<file path="src/rtl/bundle_decoder.sv">
// Majority-style decoder for a noisy redundant wire bundle: counts ones serially,
// classifies the count against two thresholds and keeps saturating transfer statistics.

module bundle_decoder_param_check #(
  parameter int N         = 10,
  parameter int THRESH_HI = 7,
  parameter int THRESH_LO = 3
) ();
  if ((THRESH_LO < 32'sd0) || (THRESH_LO >= THRESH_HI) || (THRESH_HI > N) || (N < 32'sd2)) begin : g_bad_params
    $error("bundle_decoder: illegal parameters (need 0 <= THRESH_LO < THRESH_HI <= N, N >= 2)");
  end
endmodule

module bundle_decoder #(
  parameter int N         = 10,
  parameter int THRESH_HI = 7,
  parameter int THRESH_LO = 3,
  parameter int CNT_W     = 16
) (
  input  logic                     clk,
  input  logic                     reset,
  input  logic [N-1:0]             bundle_i,
  input  logic                     valid_i,
  output logic                     ready_o,
  output logic                     z_o,
  output logic                     ambig_o,
  output logic [$clog2(N+1)-1:0]   count_o,
  output logic                     valid_o,
  input  logic                     ready_i,
  input  logic                     clear_stats_i,
  output logic [CNT_W-1:0]         n_decoded_o,
  output logic [CNT_W-1:0]         n_ambig_o
);

  localparam int CW = $clog2(N+1);
  localparam logic [CW-1:0]    LAST_IDX = CW'(N-1);
  localparam logic [CNT_W-1:0] CNT_MAX  = {CNT_W{1'b1}};

  typedef enum logic [1:0] {IDLE = 2'd0, SCAN = 2'd1, DONE = 2'd2} state_t;

  bundle_decoder_param_check #(.N(N), .THRESH_HI(THRESH_HI), .THRESH_LO(THRESH_LO)) u_param_check ();

  state_t           state_r, state_nxt_s;
  logic [N-1:0]     shift_r;
  logic [CW-1:0]    ones_r, idx_r, ones_nxt_s;
  logic             accept_s, last_s, xfer_s;
  logic             ready_r, valid_r, z_r, ambig_r;
  logic [CW-1:0]    count_r;
  logic [CNT_W-1:0] n_dec_r, n_amb_r;

  // Returns {z, ambig}; a tie between the thresholds resolves to 0.
  function automatic logic [1:0] decide(input logic [CW-1:0] c);
    if (int'(c) >= THRESH_HI) begin
      decide = 2'b10;
    end else if (int'(c) <= THRESH_LO) begin
      decide = 2'b00;
    end else if ((int'(c) + int'(c)) > N) begin
      decide = 2'b11;
    end else begin
      decide = 2'b01;
    end
  endfunction

  // Next-state and handshake event decode.
  always_comb begin
    state_nxt_s = state_r;
    accept_s    = 1'b0;
    last_s      = 1'b0;
    xfer_s      = 1'b0;
    ones_nxt_s  = ones_r + CW'(shift_r[0]);
    case (state_r)
      IDLE: begin
        if (valid_i) begin
          accept_s    = 1'b1;
          state_nxt_s = SCAN;
        end else begin
          state_nxt_s = IDLE;
        end
      end
      SCAN: begin
        if (idx_r == LAST_IDX) begin
          last_s      = 1'b1;
          state_nxt_s = DONE;
        end else begin
          state_nxt_s = SCAN;
        end
      end
      DONE: begin
        if (ready_i) begin
          xfer_s      = 1'b1;
          state_nxt_s = IDLE;
        end else begin
          state_nxt_s = DONE;
        end
      end
      default: state_nxt_s = IDLE;
    endcase
  end

  // FSM state register.
  always_ff @(posedge clk or posedge reset) begin
    if (reset) begin
      state_r <= IDLE;
    end else begin
      state_r <= state_nxt_s;
    end
  end

  // Capture and serial LSB-first ones count.
  always_ff @(posedge clk or posedge reset) begin
    if (reset) begin
      shift_r <= '0;
      ones_r  <= '0;
      idx_r   <= '0;
    end else if (accept_s) begin
      shift_r <= bundle_i;
      ones_r  <= '0;
      idx_r   <= '0;
    end else if (state_r == SCAN) begin
      shift_r <= shift_r >> 1;
      ones_r  <= ones_nxt_s;
      idx_r   <= idx_r + CW'(1'b1);
    end else begin
      shift_r <= shift_r;
      ones_r  <= ones_r;
      idx_r   <= idx_r;
    end
  end

  // Registered handshake and result outputs; results are zero outside DONE.
  always_ff @(posedge clk or posedge reset) begin
    if (reset) begin
      ready_r <= 1'b0;
      valid_r <= 1'b0;
      z_r     <= 1'b0;
      ambig_r <= 1'b0;
      count_r <= '0;
    end else begin
      ready_r <= (state_nxt_s == IDLE);
      valid_r <= (state_nxt_s == DONE);
      if (last_s) begin
        {z_r, ambig_r} <= decide(ones_nxt_s);
        count_r        <= ones_nxt_s;
      end else if (xfer_s) begin
        z_r     <= 1'b0;
        ambig_r <= 1'b0;
        count_r <= '0;
      end else begin
        z_r     <= z_r;
        ambig_r <= ambig_r;
        count_r <= count_r;
      end
    end
  end

  // Saturating transfer statistics; a clear outranks a coincident transfer.
  always_ff @(posedge clk or posedge reset) begin
    if (reset) begin
      n_dec_r <= '0;
      n_amb_r <= '0;
    end else if (clear_stats_i) begin
      n_dec_r <= '0;
      n_amb_r <= '0;
    end else if (xfer_s) begin
      if (n_dec_r != CNT_MAX) begin
        n_dec_r <= n_dec_r + CNT_W'(1'b1);
      end else begin
        n_dec_r <= n_dec_r;
      end
      if (ambig_r && (n_amb_r != CNT_MAX)) begin
        n_amb_r <= n_amb_r + CNT_W'(1'b1);
      end else begin
        n_amb_r <= n_amb_r;
      end
    end else begin
      n_dec_r <= n_dec_r;
      n_amb_r <= n_amb_r;
    end
  end

  assign ready_o     = ready_r;
  assign valid_o     = valid_r;
  assign z_o         = z_r;
  assign ambig_o     = ambig_r;
  assign count_o     = count_r;
  assign n_decoded_o = n_dec_r;
  assign n_ambig_o   = n_amb_r;

endmodule
</file>
<file path="config.mk">
export PLATFORM = sky130hd
export DESIGN_NAME = bundle_decoder
export DESIGN_NICKNAME = d
export VERILOG_FILES = /design/src/rtl/bundle_decoder.sv
export SDC_FILE = /design/constraint.sdc
export NUM_CORES = 1
export LEC_CHECK = 0
export ABC_AREA = 1
export BUFFER_PORTS_ARGS = -buffer_cell sky130_fd_sc_hd__buf_2
export CORE_UTILIZATION = 57
export DETAILED_ROUTE_END_ITERATION = 12
export PLACE_DENSITY = 0.89
export SETUP_SLACK_MARGIN = 0.3
export SLEW_MARGIN = 20
export SYNTH_ARGS = -nofsm -noshare
export SYNTH_HDL_FRONTEND = slang
export SYNTH_SLANG_ARGS = --single-unit
export TNS_END_PERCENT = 1
</file>
<file path="constraint.sdc">
create_clock -name clk -period 2.2 [get_ports clk]
set_clock_uncertainty 0.2 [all_clocks]
set_input_delay 0.22 -clock clk [delete_from_list [all_inputs] [get_ports clk]]
set_output_delay 0.22 -clock clk [all_outputs]
set_load 0.05 [all_outputs]
</file>
; ---- Word-level counts from Yosys, hierarchy flattened
; Cells that the tools add are included.
[classes]
add_sub_neg = 5
magnitude_cmp = 3
n_eq_ne = 6
muxes = 30
reduce_logical = 10
[op_table]
columns = cell, count
row1 = two-way mux 16 bit, 6
row2 = "adder 16 x 1 -> 16 bit, second input constant", 2
row3 = "!= test 16 bit, second input constant", 2
row4 = two-way mux 4 bit, 6
row5 = two-way mux 10 bit, 2
row6 = two-way mux 1 bit, 10
row7 = two-way mux 2 bit, 5
row8 = nonzero test 2 bit, 5
row9 = one-hot mux 2 bit (3 select lines), 1
row10 = adder 4 x 4 -> 5 bit, 1
row11 = "greater-than comparator 5 x 4 -> 1 bit, second input constant", 1
row12 = adder 4 x 1 -> 4 bit, 1
row13 = "adder 4 x 1 -> 4 bit, second input constant", 1
row14 = "equality test 2 bit, second input constant", 2
row15 = "equality test 4 bit, second input constant", 1
row16 = "greater-or-equal comparator 4 x 3 -> 1 bit, second input constant", 1
row17 = "less-or-equal comparator 4 x 2 -> 1 bit, second input constant", 1
row18 = logical NOT 2 bit, 2
row19 = AND reduction 2 bit, 2
row20 = "equality test 2 x 1 -> 1 bit, second input constant", 1
row21 = logical AND 1 bit, 1
[word_totals]
ff_bits = 60
inputBits = 15
output_inout_bits = 40
word_cells = 65

; ---- Depth between registers and ports, before layout
; Gate-level depths: netlist of the first run.
[logic_depth]
depth_word = 7
mapped_depth = 10
mapped_depth_nobuf = 10

; ---- Least setup slack after synthesis of the first run
; OpenSTA, ideal clock, no wires.
[synth_timing]
path_type = reg2reg
startpoint = reg n_amb_r[0], in the netlist n_ambig_o[0]
endpoint = reg n_amb_r[15], in the netlist n_ambig_o[15]
setup_time_ns = 0.067
arrival_ns = 1.819
path_slack_ns = 0.114
path_stages_with_launch = 9
synth_period_minus_slack_ns = 2.086
cell_sequence = dfrtp_1 -> ha_1 -> nand3_1 -> nor2_4 -> nand2_2 -> nand2_4 -> buf_6 -> nand3_1 -> nand2_1
[synth_via]
elab_chain_len = 4
[synth_rtl]
columns = item, line
row1 = from (decl), 49  ; logic [CNT_W-1:0] n_dec_r, n_amb_r;
row2 = from (signal assigned), 171  ; n_amb_r <= n_amb_r + CNT_W'(1'b1);
row3 = from (signal assigned), 173  ; n_amb_r <= n_amb_r;
row4 = from (signal assigned), 177  ; n_amb_r <= n_amb_r;
row5 = adder 16 x 1 -> 16 bit or != test 16 bit (tied branches), "171, 170"
row6 = two-way mux 16 bit or logical AND 1 bit (tied branches), 170  ; if (ambig_r && (n_amb_r != CNT_MAX)) begin
row7 = two-way mux 16 bit or nonzero test 2 bit (tied branches), n/a
row8 = two-way mux 16 bit or AND reduction 2 bit (tied branches), n/a
; Parallel ways exist; a longest one is shown, timed or not. The select of a mux whose other input is x is not followed.
; A chain may end at the register's enable or synchronous reset.

; ---- Worst setup path in the final report of the first run
[layout_timing]
startpoint = reg n_dec_r[1], in the netlist n_decoded_o[1]
endpoint = reg n_dec_r[3], in the netlist n_decoded_o[3]
[layout_via]
elab_chain_len = 4
[layout_rtl]
columns = item, line
row1 = from (decl), 49
row2 = from (signal assigned), 166  ; n_dec_r <= n_dec_r + CNT_W'(1'b1);
row3 = from (signal assigned), 168  ; n_dec_r <= n_dec_r;
row4 = from (signal assigned), 176  ; n_dec_r <= n_dec_r;
row5 = adder 16 x 1 -> 16 bit, 166
row6 = two-way mux 16 bit, 165  ; if (n_dec_r != CNT_MAX) begin
row7 = two-way mux 16 bit, 164  ; end else if (xfer_s) begin
row8 = two-way mux 16 bit, 161  ; end else if (clear_stats_i) begin
; Parallel ways exist; a longest one is shown, timed or not. The select of a mux whose other input is x is not followed.

==> results of run 1 <==
-- synth_stat cells, types with 2 or more instances --
| cell | count | area share (%) |
|---|---|---|
| ha_1 | 6 | 2.2 |
| o31ai_1 | 2 | 0.44 |
| a22oi_1 | 2 | 0.44 |
| nand2_4 | 2 | 0.67 |
| nand3_1 | 52 | 7.7 |
| o21ai_0 | 20 | 3.0 |
| o21ai_1 | 3 | 0.44 |
| buf_4 | 2 | 0.44 |
| nor2_2 | 2 | 0.37 |
| o221ai_1 | 2 | 0.52 |
| inv_1 | 40 | 4.4 |
| nand4_1 | 12 | 2.2 |
| nand3b_1 | 8 | 1.8 |
| nand2_2 | 3 | 0.56 |
| xor2_1 | 13 | 3.4 |
| nor2_1 | 45 | 5.0 |
| buf_6 | 3 | 1.0 |
| o211ai_1 | 5 | 1.1 |
| o22ai_1 | 2 | 0.37 |
| nor2_4 | 3 | 1.0 |
| nand2_1 | 120 | 13 |
| o21bai_1 | 4 | 0.89 |
| buf_2 | 2 | 0.30 |
| a21oi_1 | 3 | 0.44 |
| clkbuf_1 | 3 | 0.33 |
| dfrtp_1 | 60 | 44 |
| inv_2 | 3 | 0.33 |
-- timing repair --
action                                  4_1_cts  5_1_grt
pin swaps                                     1        1
hold endpoints to repair                     39        0
resized for setup                             0        5
buffers inserted                              1        4
cloned                                        0        1
endpoints found under the setup margin        1       29
hold buffers                                 12        0
-- critical path: cells and delay by family (launching register included) --
family                   cells  cell delay [ns]
flip-flops                   1             0.38
buffers and inverters        2             0.23
AND/OR/NAND/NOR              7             0.69
adder cells (fa/ha/maj)      1             0.21
-- per-layer routing --
metal  track usage, %  share of wire, %  vias to the layer above  wire length, um
met5                0                 0                        -                0
met2             46.6                50                      125             4030
met1             33.1                43                     1533             3420
met4             10.4               1.7                        0              138
li1                 -                 -                     1574                -
met3             5.98               5.6                       15              449
-- power groups by stage --
| stage | clock network, mW | registers [mW] | logic, mW |
|---|---|---|---|
| 2_1_floorplan | 0 | 1.74 | 0.584 |
| 3_3_place_gp | 0 | 1.49 | 1.06 |
| 3_5_place_dp | 0 | 1.50 | 1.11 |
| 4_1_cts | 1.12 | 1.48 | 1.13 |
| 5_1_grt | 1.16 | 1.51 | 1.26 |
| 6_report | 1.11 | 1.48 | 1.16 |
-- cells by family after synthesis --
family	count (synthesis)	share of synthesized area (%)
flops	60	44.5
simple gates	251	33.8
buf+inv	54	6.97
xor+xnor	14	3.63
compound gates	47	8.93
fa+ha+maj	6	2.22
-- area by class of cell --
cell class,instances,area (um2)
Sequential cell,60,1500
Clock buffer,11,141
Fill cell,401,1480
Tap cell,72,90.1
Inverter,43,165
Multi-Input combinational cell,319,1660
Timing Repair Buffer,76,490
Clock inverter,5,75.1
-- registers in the layout, summed over array words and instances, names as in the netlist --
register	count
ready_o	1
count_o	4
ambig_o	1
state_r	2
n_decoded_o	16
n_ambig_o	16
idx_r	4
valid_o	1
shift_r	10
z_o	1
ones_r	4
-- through the flow --
| stage | total power [mW] | utilization (%) | cell area, um2 |
|---|---|---|---|
| 2_1_floorplan | 2.33 | - | 3380 |
| 3_3_place_gp | 2.55 | 66.3 | 3720 |
| 3_5_place_dp | 2.61 | 66.3 | 3720 |
| 4_1_cts | 3.74 | 72.7 | 4080 |
| 5_1_grt | 3.93 | 73.6 | 4130 |
| 6_report | 3.75 | 73.6 | 4130 |
-- worst paths after layout --
| kind | depth (start not counted) | end | slack [ns] |
|---|---|---|---|
| max | 10 | n_decoded_o[3] | 0.37 |
| min reg2reg | 2 | shift_r[7] | 0.31 |
| min | 4 | n_decoded_o[7] | 0.02 |
| max reg2reg | 10 | n_decoded_o[3] | 0.37 |
| min in group asynchronous | 3 | n_ambig_o[12] | 0.33 |
| max in group asynchronous | 4 | shift_r[3] | 0.93 |
==> flow_summary.yaml, run 1 <==
global_routing:
  grt_pass1_vias: 2957
  grt_remaining_overflow: 0
  grt_first_pass_wirelength_um: 13200
  grt_max_degree: 34
  antenna_found_initial: 0
  track_usage_pct: 27.1
yosys:
  synth_cell_types: 37
  syn_avg_cell_area_um2: 7.82
  synth_edf_count: 0
  ys_ff_latch: 60
  netlist_instances: 432
  yosys_warnings: 0
  synthArstFlopShare_pct: 100
  ys_seq_area_share_pct: 44.5
  synth_ff_type: "dfrtp_1"
  synth_area_um2: 3380
  syn-num-nets: 453
final_layout:
  final_common_cell: "nand2_1"
  final_layout_size_suffix_gt1_share_pct: 20.0
  final_net_count: 530
  final_cells: 586
  final_cell_mix: "nand2_1 (120), dfrtp_1 (58), buf_2 (54)"
  syn_to_final_growth_pct: 22.2
  antenna_cells: 0
die:
  initial_core_util_pct: 60.2
  die_h_um: 79.0
  rows: 27
  core_area_um2: 5610
  die_area_um2: 6240
  io_pins: 55
  die_w_um: 79.0
placed_design:
  gp_congestion: 0.859
  numPortBuffers: 54
  dp.cells: 552
  dp_slack_ns: 0.325
  hpwl_um: 5300
sta:
  post-route-period-util_pct: 83.0
  tns_ns: 0
  setup_viol: 0
  worst_slack_ns: 0.374
  fin_crit_ns: 1.83
  worstMarginPinSlew_ns: 0.638
  max_freq_ghz: 0.548
  whs_ns: 0.0182
  relSlewSlack_pct: 57.4
  drv_slew: 0
  rsz0062_at_grt: "true"
  hold_viol: 0
cts:
  cts-root-buf: "clkbuf_8"
  insertion_delay_ns: 0.34
  cts.sinks: 60
  numCtsBuffers: 9
  path_clk_slew_ns: 0.07
  cts_tree: "built"
  htree_num_levels: 3
  cts_buffer_depth: 2
critical_path:
  crit_start: "n_decoded_o[1]"
  cp_slowest_cell: "dfrtp_1"
  start_kind: "register"
  critPathKind: "reg2reg"
  required_ns: 2.23
  cp_cell_sequence: "ha_2 > nand3_2 > inv_1 > nand2_1 > nor2_1 > nand2_1 > nand2_4 > inv_1 > nand2_1 > nand2_1"
  rr_startpoint: "n_decoded_o[1]"
  critPathMaxStageDelay_ns: 0.38
  worst-endpoint-arrival_ns: 1.85
  worst_setup_path_end_kind: "register"
  cpMostUsedCell: "nand2_1"
  path_max_fanout: 9
power:
  peakVddDrop_mv: 0.715
  pwr-share-seq_pct: 39.5
  p_sw_share_pct: 37.3
  power_leakage_nw: 2.09
  pwr-share-comb_pct: 30.8
  power_density_nw_per_um2: 909
  p_int_mw: 2.35
  p_switching_mw: 1.40
  clkPwrFrac_pct: 29.6
run_status:
  outcome: "completed"
routing:
  vias: 3247
  routed_wl_um: 8040
  drc: 0
  drt-initial-drc-count: 328
  drt_pass1_iterations: 5
  ant_nets: 0
  wl_per_cell_um: 13.7
  viasPerCell: 5.54
worst_hold_path:
  hold_class: "in2reg"
  worst_hold_startpoint: "clear_stats_i"
run:
  drv_cap: 0
No activity file was read; power rests on OpenSTA's default activity.
==> run 2: changes to the inputs <==
--- a/config.mk
+++ b/config.mk
@@ -5,11 +5,11 @@
 export SDC_FILE = /design/constraint.sdc
 export NUM_CORES = 1
 export LEC_CHECK = 0
-export ABC_AREA = 1
+export ABC_AREA = 0
 export BUFFER_PORTS_ARGS = -buffer_cell sky130_fd_sc_hd__buf_2
-export CORE_UTILIZATION = 57
+export CORE_UTILIZATION = 50
 export DETAILED_ROUTE_END_ITERATION = 12
-export PLACE_DENSITY = 0.89
+export PLACE_DENSITY = 0.84
 export SETUP_SLACK_MARGIN = 0.3
 export SLEW_MARGIN = 20
 export SYNTH_ARGS = -nofsm -noshare
==> constraint.sdc (replaced) <==
create_clock -name clk -period 1.5 [get_ports clk]
set_clock_uncertainty 0.2 [all_clocks]
set_input_delay 0.15 -clock clk [delete_from_list [all_inputs] [get_ports clk]]
set_output_delay 0.15 -clock clk [all_outputs]
set_load 0.05 [all_outputs]
==> flow_summary.yaml, run 2 <==
critical_path:
  worst_setup_path_end_kind: "register"
  reg2reg_slack_ns: -0.49
  timing.rr.end: "n_decoded_o[2]"
  start_kind: "register"
  crit_start: "n_decoded_o[3]"
  worst-endpoint-arrival_ns: 2.03
  reg2regPathDepth: 6
  crit_end: "n_decoded_o[2]"
  path_max_fanout: 5
  critPathKind: "reg2reg"
  required_ns: 1.54
  rr_startpoint: "n_decoded_o[3]"
final_layout:
  syn_to_final_growth_pct: 64.7
  final_cells: 539
  final_cell_mix: "buf_4 (64), nand2_1 (38), dfrtp_1 (38)"
  utilization_pct: 86.4
  final_common_cell: "buf_4"
  final_layout_size_suffix_gt1_share_pct: 51.7
  antenna_cells: 0
  design_area_um2: 5210
  final_net_count: 480
global_routing:
  grt_remaining_overflow: 0
  grt_first_pass_wirelength_um: 14700
  track_usage_pct: 29.7
  grt_pass1_vias: 3282
  antenna_found_initial: 0
  grt_max_degree: 61
power:
  power_leakage_nw: 2.35
  peakVddDrop_mv: 1.01
  power_density_nw_per_um2: 1140
die:
  core_area_um2: 6030
  initial_core_util_pct: 52.5
  die_area_um2: 6650
  io_pins: 55
  die_w_um: 81.5
  die_h_um: 81.5
  rows: 28
sta:
  hold_viol: 0
  setup_viol: 53
  relSlewSlack_pct: 66.5
  worst_slack_ns: -0.495
  max_freq_ghz: 0.501
  drv_slew: 0
  rsz0062_at_grt: "true"
  fin_crit_ns: 1.99
  worstMarginPinSlew_ns: 0.501
  post-route-period-util_pct: 133
routing:
  vias: 3202
  viasPerCell: 5.94
  drt_pass1_iterations: 5
  ant_nets: 0
  drt-initial-drc-count: 254
  drc: 0
  wl_per_cell_um: 20.5
  routed_wl_um: 11000
placed_design:
  dp.cells: 503
  numPortBuffers: 54
  gp_congestion: 0.814
  placed_area_um2: 4110
  hpwl_um: 5240
yosys:
  synth_area_um2: 3160
  synth_cell_types: 58
  syn-num-nets: 325
  synth_edf_count: 0
  synthArstFlopShare_pct: 100
  yosysTopAreaCellShare_pct: 47.5
  synthTopCellsByCount: "dfrtp_1 (60), nand2_1 (41), nor2_1 (40)"
  syn_avg_cell_area_um2: 10.4
  yosys_warnings: 0
  ys_seq_area_share_pct: 47.5
  ys_ff_latch: 60
  ys_top_cells_by_area: "dfrtp_1 (47%), nand2_1 (4.9%), nor2_1 (4.7%), xnor2_1 (4.7%), xor2_1 (3.0%)"
  synth_most_common_cell: "dfrtp_1"
  netlist_instances: 304
  synth_ff_type: "dfrtp_1"
  yosysTopAreaCell: "dfrtp_1"
cts:
  cts_buffer_depth: 2
  insertion_delay_ns: 0.35
  cts.sinks: 60
  cts-root-buf: "clkbuf_8"
  cts_tree: "built"
  htree_num_levels: 3
  path_clk_slew_ns: 0.07
  numCtsBuffers: 9
run:
  drv_cap: 0
run_status:
  outcome: "finished, violations left"
  violations: "negative setup slack"
worst_hold_path:
  hold_class: "in2reg"
==> run 2: changes by cell type in the layout (fill, tap and decap cells not counted), sizes merged, moves of 5 or more <==
| cell | previous run | this run |
|---|---|---|
| a22oi | 2 | 9 |
| inv | 42 | 8 |
| xnor2 | 1 | 17 |
| and2 | 0 | 5 |
| nand2 | 126 | 41 |
| nand3 | 54 | 8 |
| nand4 | 12 | 6 |
| o21ai | 23 | 16 |
| nand3b | 8 | 1 |
| nor2 | 50 | 41 |
| buf | 64 | 143 |
==> run 2: cell type report <==
cell class                 count  area [um2]
clock buffer                  15         166
tap                           75        93.8
inverter                       8        30.0
sequential                    60        1530
multi-input combinational    224        1840
clock inverter                 1        30.0
fill                         251         820
timing repair buffer         156        1520
==> run 2: repair_timing <==
action                                  in CTS  in global routing
pin swaps                                   21                 27
hold buffers                                13                  0
endpoints found under the setup margin     100                100
resized for setup                          135                 58
hold endpoints to repair                    75                  0
setup buffers                                0                  7
==> run 2: layer usage <==
metal | part of all wire [%] | wire length (um) | global-route usage [%] | vias up
li1 | - | - | - | 1385
met2 | 54 | 5910 | 53.0 | 186
met1 | 37 | 4050 | 32.3 | 1579
met5 | 0 | 0 | 0 | -
met3 | 6.1 | 673 | 5.78 | 52
met4 | 3.6 | 394 | 18.2 | 0
==> run 2: metrics by stage <==
step / worst slack [ns] / TNS [ns] / power [mW] / hold slack (ns)
after floorplan: -0.563 / -38.00 / 3.16 / 0.0554
after global placement: -0.324 / -8.85 / 3.71 / 0.0301
after detailed placement: -0.360 / -11.03 / 3.81 / 0.0353
after CTS: -0.335 / -8.99 / 5.62 / 0.0165
after global routing: -0.533 / -16.11 / 6.22 / 0.0228
final: -0.495 / -13.82 / 5.92 / 0.0102
==> run 2: worst min-delay path by stage <==
stage	from	endpoint	slack (ns)	cells past startpoint
global placement	reset	idx_r[0]	0.03	3
detailed placement	reset	idx_r[1]	0.04	3
finish	ready_i	n_ambig_o[8]	0.01	3
global route	ready_i	n_ambig_o[8]	0.02	3
CTS	clear_stats_i	n_decoded_o[11]	0.02	4
floorplan	bundle_i[9]	shift_r[9]	0.06	2
==> run 2: logic make-up (layout without fill, tap and decap cells) <==
family	Yosys count	count (layout)	share of synthesized area, %
and+or+nand+nor	129	129	22.8
adders and majority gates	6	6	2.37
AOI/OAI and AO/OA	57	57	14.5
xor gates and xnor gates	28	28	7.76
muxes	4	4	1.35
DFF	60	60	47.5
buffers and inverters	20	180	3.68
==> run 2: power breakdown <==
group          switching [mW]  leakage [nW]  internal (mW)
Clock                   0.659        0.0979          0.862
Combinational            1.17          1.48           1.04
Sequential              0.245         0.769           1.93
==> run 2: critical path, cell delays in order, from the launching register on <==
cell and delay, ns:
dfrtp_2 0.48, nand4_4 0.15, nor4_4 0.43, buf_4 0.22
a211oi_1 0.08, xnor2_1 0.24, nor2_1 0.07
==> run 3: changes to the inputs <==
--- a/config.mk
+++ b/config.mk
@@ -9,7 +9,7 @@
 export BUFFER_PORTS_ARGS = -buffer_cell sky130_fd_sc_hd__buf_2
 export CORE_UTILIZATION = 50
 export DETAILED_ROUTE_END_ITERATION = 12
-export PLACE_DENSITY = 0.84
+export PLACE_DENSITY = 0.77
 export SETUP_SLACK_MARGIN = 0.3
 export SLEW_MARGIN = 20
 export SYNTH_ARGS = -nofsm -noshare
==> flow_summary.yaml, run 3 (synthesis results as in run 2) <==
run_status:
  outcome: "finished, violations left"
  violations: "negative setup slack"
routing:
  drt_pass1_iterations: 5
  routed_wl_um: 10200
  viasPerCell: 5.81
  drt-initial-drc-count: 318
  ant_nets: 0
  wl_per_cell_um: 19.3
  drc: 0
  vias: 3067
cts:
  insertion_delay_ns: 0.35
  cts_buffer_depth: 2
  htree_num_levels: 3
  cts.sinks: 60
  path_clk_slew_ns: 0.08
  cts_tree: "built"
  numCtsBuffers: 9
  cts-root-buf: "clkbuf_8"
die:
  die_w_um: 81.5
  die_h_um: 81.5
  core_area_um2: 6030
  initial_core_util_pct: 52.5
  rows: 28
  die_area_um2: 6650
  io_pins: 55
power:
  pwr-share-seq_pct: 37.1
  pwr-share-comb_pct: 35.3
  p_switching_mw: 2.05
  clkPwrFrac_pct: 27.6
  p_int_mw: 3.84
  power_leakage_nw: 2.32
  p_sw_share_pct: 34.8
  power_density_nw_per_um2: 1130
  peakVddDrop_mv: 1.22
sta:
  post-route-period-util_pct: 128
  worstMarginPinSlew_ns: 0.386
  relSlewSlack_pct: 74.1
  fin_crit_ns: 1.91
  tns_ns: -10.54
  drv_slew: 0
  max_freq_ghz: 0.522
  setup_viol: 46
  worst_slack_ns: -0.414
  whs_ns: 0.0266
  hold_viol: 0
  rsz0062_at_grt: "true"
final_layout:
  antenna_cells: 0
  final_cell_mix: "buf_4 (55), nand2_1 (39), dfrtp_1 (39)"
  final_layout_size_suffix_gt1_share_pct: 51.4
  final_common_cell: "buf_4"
  syn_to_final_growth_pct: 64.0
  final_net_count: 469
  design_area_um2: 5180
  utilization_pct: 86.0
global_routing:
  grt_first_pass_wirelength_um: 15200
  antenna_found_initial: 0
  grt_max_degree: 61
  grt_pass1_vias: 3141
  track_usage_pct: 31.1
  grt_remaining_overflow: 0
run:
  drv_cap: 0
critical_path:
  critPathKind: "reg2reg"
  start_kind: "register"
  worst_setup_path_end_kind: "register"
  worst-endpoint-arrival_ns: 1.94
  required_ns: 1.53
  path_max_fanout: 5
placed_design:
  placed_area_um2: 4050
  hpwl_um: 5300
  numPortBuffers: 54
  gp_congestion: 0.797
  dp_slack_ns: -0.380
worst_hold_path:
  hold_class: "in2reg"
==> run 3: worst max-delay path, stage by stage, from the launching register on <==
cell,delay [ns]
dfrtp_2,0.39
buf_6,0.14
nand4_1,0.24
nor4_4,0.27
buf_4,0.17
o211ai_1,0.13
xor2_1,0.18
nor2_1,0.06
==> run 3: per-layer routing <==
| metal | vias to the layer above | global-route usage (%) | wire [um] |
|---|---|---|---|
| li1 | 1375 | - | - |
| met1 | 1521 | 34.6 | 4060 |
| met3 | 30 | 6.89 | 559 |
| met5 | - | 0 | 0 |
| met4 | 0 | 12.7 | 316 |
| met2 | 141 | 56.9 | 5270 |
==> run 3: area by class of cell <==
class	count	area [um2]
Sequential cell	60	1530
Clock buffer	13	179
Timing Repair Buffer	145	1430
Inverter	8	32.5
Fill cell	275	841
Clock inverter	3	42.5
Multi-Input combinational cell	224	1880
Tap cell	75	93.8
==> run 3: power groups by stage <==
| stage | Clock (mW) | Sequential (mW) | Combinational [mW] |
|---|---|---|---|
| floorplan | 0 | 2.40 | 0.759 |
| detailed placement | 0 | 2.14 | 1.62 |
| global placement | 0 | 2.12 | 1.56 |
| CTS | 1.62 | 2.14 | 1.90 |
| global route | 1.71 | 2.21 | 2.24 |
| finish | 1.63 | 2.18 | 2.08 |
==> run 3: repair_timing <==
item,in CTS,in global routing
setup buffers,3,2
endpoints found under the hold margin,76,0
hold buffers,14,0
resized for setup,146,51
pin swaps,17,29
gates cloned,0,0
setup endpoints to repair,100,100
==> run 3: per-stage QoR <==
step           cells  power [mW]
2_1_floorplan    304        3.16
3_3_place_gp     493        3.69
3_5_place_dp     493        3.76
4_1_cts          526        5.65
5_1_grt          528        6.17
6_report         528        5.88
==> run 3: path summary, 6_finish.rpt <==
check                             start  slack, ns  cells after the start        endpoint
hold reg to reg              shift_r[3]       0.28                      2      shift_r[3]
hold / removal                  valid_i       0.03                      3      state_r[0]
min in group asynchronous         reset       0.20                      4    n_ambig_o[6]
max in group asynchronous         reset       0.60                      4  n_decoded_o[0]
setup / recovery           n_ambig_o[5]      -0.41                      7   n_ambig_o[15]
setup reg to reg           n_ambig_o[5]      -0.41                      7   n_ambig_o[15]
